### src/rtl/br_credit_sender_rv.sv
// Credit sender: turns a ready/valid producer into a credit/valid stream and owns the credit counter.
// Define BR_CREDIT_SENDER_REG_OUT_EN to drive pop_valid/pop_data from flops (one extra cycle of latency).
module br_credit_sender_rv #(
  parameter int BitWidth = 1,
  parameter int MaxCredit = 2,
  localparam int CreditWidth = $clog2(MaxCredit + 1)
) (
  input  logic                   clk,
  input  logic                   rst_n,
  output logic                   push_ready,
  input  logic                   push_valid,
  input  logic [BitWidth-1:0]    push_data,
  output logic                   pop_valid,
  output logic [BitWidth-1:0]    pop_data,
  input  logic                   pop_credit,
  input  logic [CreditWidth-1:0] credit_initial,
  input  logic [CreditWidth-1:0] credit_withhold,
  output logic [CreditWidth-1:0] credit_count,
  output logic                   credit_available
);

  localparam logic [CreditWidth-1:0] MaxCount = CreditWidth'(MaxCredit);

  typedef enum logic {
    INIT,
    ACTIVE
  } state_e;

  state_e                 state_q, state_d;
  logic [CreditWidth-1:0] credit_count_q, credit_count_d;
  logic                   accept;

`ifdef BR_CREDIT_SENDER_REG_OUT_EN
  logic                   pop_valid_q, pop_valid_d;
  logic [BitWidth-1:0]    pop_data_q, pop_data_d;
`endif

  always_comb begin
    state_d          = state_q;
    credit_count_d   = credit_count_q;
    credit_available = (state_q == ACTIVE) && (credit_count_q > credit_withhold);
    push_ready       = credit_available;
    accept           = push_valid & push_ready;

    // Credits returned during INIT are dropped; the load value wins.
    case (state_q)
      INIT: begin
        credit_count_d = credit_initial;
        state_d        = ACTIVE;
      end
      ACTIVE: begin
        if (pop_credit && !accept) begin
          if (credit_count_q != MaxCount) begin
            credit_count_d = credit_count_q + 1'b1;
          end
        end else if (accept && !pop_credit) begin
          credit_count_d = credit_count_q - 1'b1;
        end
      end
      default: state_d = INIT;
    endcase

`ifdef BR_CREDIT_SENDER_REG_OUT_EN
    pop_valid_d = accept;
    pop_data_d  = accept ? push_data : '0;
    pop_valid   = pop_valid_q;
    pop_data    = pop_data_q;
`else
    // Gating data with accept keeps pop_data at zero while in reset.
    pop_valid   = accept;
    pop_data    = accept ? push_data : '0;
`endif
  end

  assign credit_count = credit_count_q;

  always_ff @(posedge clk or negedge rst_n) begin
    if (!rst_n) begin
      state_q        <= INIT;
      credit_count_q <= '0;
    end else begin
      state_q        <= state_d;
      credit_count_q <= credit_count_d;
    end
  end

`ifdef BR_CREDIT_SENDER_REG_OUT_EN
  always_ff @(posedge clk or negedge rst_n) begin
    if (!rst_n) begin
      pop_valid_q <= 1'b0;
      pop_data_q  <= '0;
    end else begin
      pop_valid_q <= pop_valid_d;
      pop_data_q  <= pop_data_d;
    end
  end
`endif

  a_no_overflow: assert property (@(posedge clk) disable iff (!rst_n)
    !((state_q == ACTIVE) && (credit_count_q == MaxCount) && pop_credit && !accept));

  a_initial_range: assert property (@(posedge clk) disable iff (!rst_n)
    (state_q == INIT) |-> (credit_initial <= MaxCount));

  a_upstream_hold: assert property (@(posedge clk) disable iff (!rst_n)
    (push_valid && !push_ready) |=> (push_valid && $stable(push_data)));

endmodule

### config.mk
export PLATFORM = sky130hd
export DESIGN_NAME = br_credit_sender_rv
export DESIGN_NICKNAME = d
export VERILOG_FILES = /design/src/rtl/br_credit_sender_rv.sv
export SDC_FILE = /design/constraint.sdc
export NUM_CORES = 1
export LEC_CHECK = 0
export BUFFER_PORTS_ARGS = -buffer_cell sky130_fd_sc_hd__clkbuf_2
export CAP_MARGIN = 5
export CORE_AREA = 2 2 39 41
export CTS_CLUSTER_DIAMETER = 150
export DETAILED_ROUTE_END_ITERATION = 10
export DIE_AREA = 0 0 41 43
export PLACE_DENSITY = 0.51
export SKIP_LAST_GASP = 1
export SLEW_MARGIN = 20
export SYNTH_ARGS = -nofsm -noshare
export SYNTH_HDL_FRONTEND = slang
export SYNTH_SLANG_ARGS = --single-unit
### constraint.sdc
create_clock -name clk -period 1.84 [get_ports clk]
set_clock_uncertainty 0.15 [all_clocks]
set_input_delay 0.092 -clock clk [delete_from_list [all_inputs] [get_ports clk]]
set_output_delay 0.092 -clock clk [all_outputs]
set_load 0.01 [all_outputs]
Yosys cells after proc, flatten, opt, wreduce, memory -nomap -nowiden --
Cells that the tools add are included.
Operators by class: bitwise logic cells 2, equality and inequality tests 3, reductions and logical operators 6, multipliers 0, mux-type cells 5, $add $sub $neg 2, $lt $le $gt $ge 1, divide/modulo/power cells 0, shift operators 0
Operators with widths (number):
- 2-to-1 mux 2 bit | 3
- one-hot mux 2 bit (2 select lines) | 1
- logical AND 1 bit | 3
- != test 3 x 1 -> 1 bit, second input constant | 1
- != test 3 x 2 -> 1 bit, second input constant | 1
- adder 2 x 1 -> 2 bit, second input constant | 1
- > comparator 2 bit | 1
- logical NOT 1 bit | 2
- != test 2 bit, second input constant | 1
- AND reduction 2 bit | 1
- subtractor 2 x 1 -> 2 bit, second input constant | 1
- bitwise AND 1 bit | 1
- 2-to-1 mux 1 bit | 1
- inverter 1 bit | 1
Word-level totals: bits in read-only memories 0, output and inout bits 6, latch bits 0, memories 0, memory bits (writable) 0, flip-flop bits (word level) 3

Logic depth before layout (Yosys ltp) --
depth after elaboration 7, mapped depth 6, depth with buffers taken out 6

Least setup slack after synthesis --
Ideal clock, no wire load.
path kind flip-flop to flip-flop, start register credit_count_q[1], in the netlist credit_count[1], end register credit_count_q[0], in the netlist credit_count[0], required time 1.565 ns, slack 0.050 ns, clock period less this slack 1.790 ns, setup time 0.125 ns, data arrival time 1.516 ns, stages on the path, launching flop included 6, cells stage by stage dfrtp_1 > ha_1 > nor2b_4 > o2111a_2 > mux2i_1 > mux2_2
Between the ends: word-level cells in the longest chain between the ends 7, elaborated cells on any way between the ends 12
Ends and longest elaborated chain:
- from (decl) | line 30 | logic [CreditWidth-1:0] credit_count_q, credit_count_d;
- from (signal assigned) | line 83 | credit_count_q <= credit_count_d;
- > comparator 2 bit * | line 41 | credit_available = (state_q == ACTIVE) && (credit_count_q > credit_withhold);
- logical AND 1 bit * | line 41
- bitwise AND 1 bit * | line 43 | accept = push_valid & push_ready;
- net pop_valid | line 13 | output logic pop_valid,
- logical NOT 1 bit | line 52 | if (pop_credit && !accept) begin
- logical AND 1 bit | line 52
- 2-to-1 mux 2 bit (tied with other cells) | line 52
- one-hot mux 2 bit (2 select lines) / AND reduction 2 bit (equally long branches)
The timed path passes the listed nets; every way through them passes the cells marked *. A chain may end at the register's enable or synchronous reset.

Worst setup path after layout --
start register credit_count_q[1], in the netlist credit_count[1], end output port pop_data
Between the ends: word-level cells in the longest chain between the ends 4
Ends and longest elaborated chain:
- > comparator 2 bit | line 41
- logical AND 1 bit | line 41
- bitwise AND 1 bit | line 43
- 2-to-1 mux 1 bit | line 71 | pop_data = accept ? push_data : '0;
- to (decl) | line 14 | output logic [BitWidth-1:0] pop_data,
No other way between the ends.

==> results.cfg <==
[cts]
clock-root-buffer = clkbuf_4
clock_latency_ns = 0.23
cts_tree = built
cts_made_buffers = 3
htreeDepth = 1
clk_path_buf_depth = 2
clk_pin_slew_ns = 0.04
clkSinkCount = 3

[route]
post_drt_wl_per_cell_um = 10.01
routed_wl_um = 691
vias = 302
route.detailed.drc = 0
ant_nets = 0
first_pass_iters = 1
drt-initial-drc-count = 0
via_per_inst = 4.377

[finish]
area_growth_pct = 69.16
final_cell_mix = clkbuf_2, buf_4
final_util_pct = 32.73
nets = 65
drive_gt1_share_pct = 49.06
final_common_cell = clkbuf_2
diodes = 0
finalInstanceArea_um2 = 452.9

[die]
dieHeight_um = 43
io_pins = 15
initial_utilization_pct = 19.35
die_area_mm2 = 0.001763
rows = 14
die_w_um = 41
coreArea_mm2 = 0.001384

[place]
portBuffers = 14
finalWeightedCongestion = 0.6201
hpwl_um = 528.3
placed_cell_area_um2 = 365.4

[sta]
slew_viol_final = 0
setup_tns_ns = 0
hold_violations = 0
whs_ns = 0.04224
period_needed_ns = 1.792
fmax_ghz = 0.5581
period_share_pct = 97.37
setup_viol = 0
rsz0062_at_grt = yes

[setup_path]
r2r_end = credit_count[0]$_DFFE_PN0P_
crit_fanout = 3
reg2reg_slack_ns = 0.06
startpoint_type = register
r2r_start = credit_count[1]$_DFFE_PN0P_
cp.required_ns = 1.60
crit_path_end = pop_data
path_class = register to output port
arrival_ns = 1.55
cp-startpoint = credit_count[1]$_DFFE_PN0P_
endpoint_kind = output port
rr_worst_depth = 6

[flow_run]
cap_viol_max_count = 0

[power_and_ir_drop]
ir_drop_uv = 442.7
switching_share_pct = 31.46
power_mw = 0.3396
power.switching_mw = 0.1068
comb_power_share_pct = 41.6
seq_power_share_pct = 24.3
total_leakage_power_nw = 0.2409
internal_power_mw = 0.2328
power_frac_clock_pct = 34.1
powerDensity_mw_per_mm2 = 749.7

[yosys]
yosysWarnings = 0
synth_area_leaders = dfrtp_1, ha_1, nor4b_1
synth_top_family_by_area = simple AND/OR/NAND/NOR gates
syn_inst = 29
muxShareOfSynthArea_pct = 7.944
yosysTopAreaCell = dfrtp_1
synthXorXnorAreaFrac_pct = 3.271
synth_compound_area_share_pct = 18.69
synth_cell_types = 20
synth_top_area_share_pct = 28.04
ys_seq_area_share_pct = 28.04
netlist_area_um2 = 267.8
syn_nets = 40
avgSynthCellArea_um2 = 9.233
ys_ff_latch = 3
yosys.area_share.simple_pct = 24.30
synthAdderAreaFrac_pct = 9.346

[status]
status = finished clean

[grt]
grt_overflow_total = 0
grt_max_degree = 8
antenna_found_initial = 0
grt_pass1_vias = 287
grt_use_total_pct = 9.356
grt_pass1_wl_mm = 1.117

[hold_path]
hp-class = primary input to asynchronous set/reset pin
## critical path: stages, from the launching register on
cell	delay, ns
dfrtp_1	0.40
ha_4	0.23
nor2b_4	0.12
o2111a_2	0.26
and2_2	0.19
clkbuf_2	0.12
## state kept, by name (all words and copies together) (netlist names)
signal,cells
credit_count,2
state_q,1
## what timing repair did
action	4_1_cts	5_1_grt
pin swaps	1	1
cloned	0	0
setup endpoints to repair	1	3
hold endpoints to repair	5	0
gates resized for setup	1	1
buffers inserted	2	0
hold buffers	3	0
## final cells by class
cell class                 count  area (µm²)
tap                           16       20.02
multi-input combinational     22       190.2
fill                         155       930.9
inverter                       3       11.26
timing repair buffer          21       130.1
sequential                     3       75.07
clock buffer                   4       26.28
## cells by family (layout without fill, tap and decap cells)
family,Yosys count,in the layout
simple gates,9,9
compound gates,7,7
buf+inv,4,28
flops,3,3
fa+ha+maj,2,2
mux,2,2
other cells,1,1
xor+xnor,1,1
## layer usage
layer	share of wire, %	global-route usage, %
met1	40	10.36
met2	48	15.94
met3	12	3.665
met4	0	2.000
met5	0	0
## per-stage QoR
stage | setup slack, ns | cells
2_1_floorplan | 0.04960 | 29
3_3_place_gp | 0.1353 | 60
3_5_place_dp | 0.1151 | 60
4_1_cts | 0.01487 | 69
5_1_grt | -0.02556 | 69
6_report | 0.04833 | 69
## synthesized netlist by cell type
cell / instances
nand2b_1: 1
inv_1: 3
mux2i_1: 1
and2_2: 1
nand3_1: 1
o21ai_0: 1
ha_1: 2
buf_4: 1
o211a_1: 1
a21oi_1: 3
dfrtp_1: 3
xor2_1: 1
mux2_2: 1
nor4b_1: 2
nand2_1: 2
conb_1: 1
nor3b_1: 1
o2111a_2: 1
o21bai_1: 1
nor2b_4: 1
## power groups by stage
| stage | combinational, mW | clock [mW] | sequential [mW] |
|---|---|---|---|
| finish | 0.141 | 0.116 | 0.0826 |
| global route | 0.162 | 0.126 | 0.0839 |
| CTS | 0.139 | 0.120 | 0.0825 |
| detailed placement | 0.124 | 0 | 0.0816 |
| global placement | 0.123 | 0 | 0.0822 |
| floorplan | 0.0682 | 0 | 0.0909 |
## worst min path at each step
stage / to
finish: credit_count[1]$_DFFE_PN0P_
global route: credit_count[1]$_DFFE_PN0P_
CTS: credit_count[1]$_DFFE_PN0P_
detailed placement: state_q$_DFF_PN0_
global placement: state_q$_DFF_PN0_
floorplan: credit_count[0]$_DFFE_PN0P_
Power figures use the tool's default switching activity.
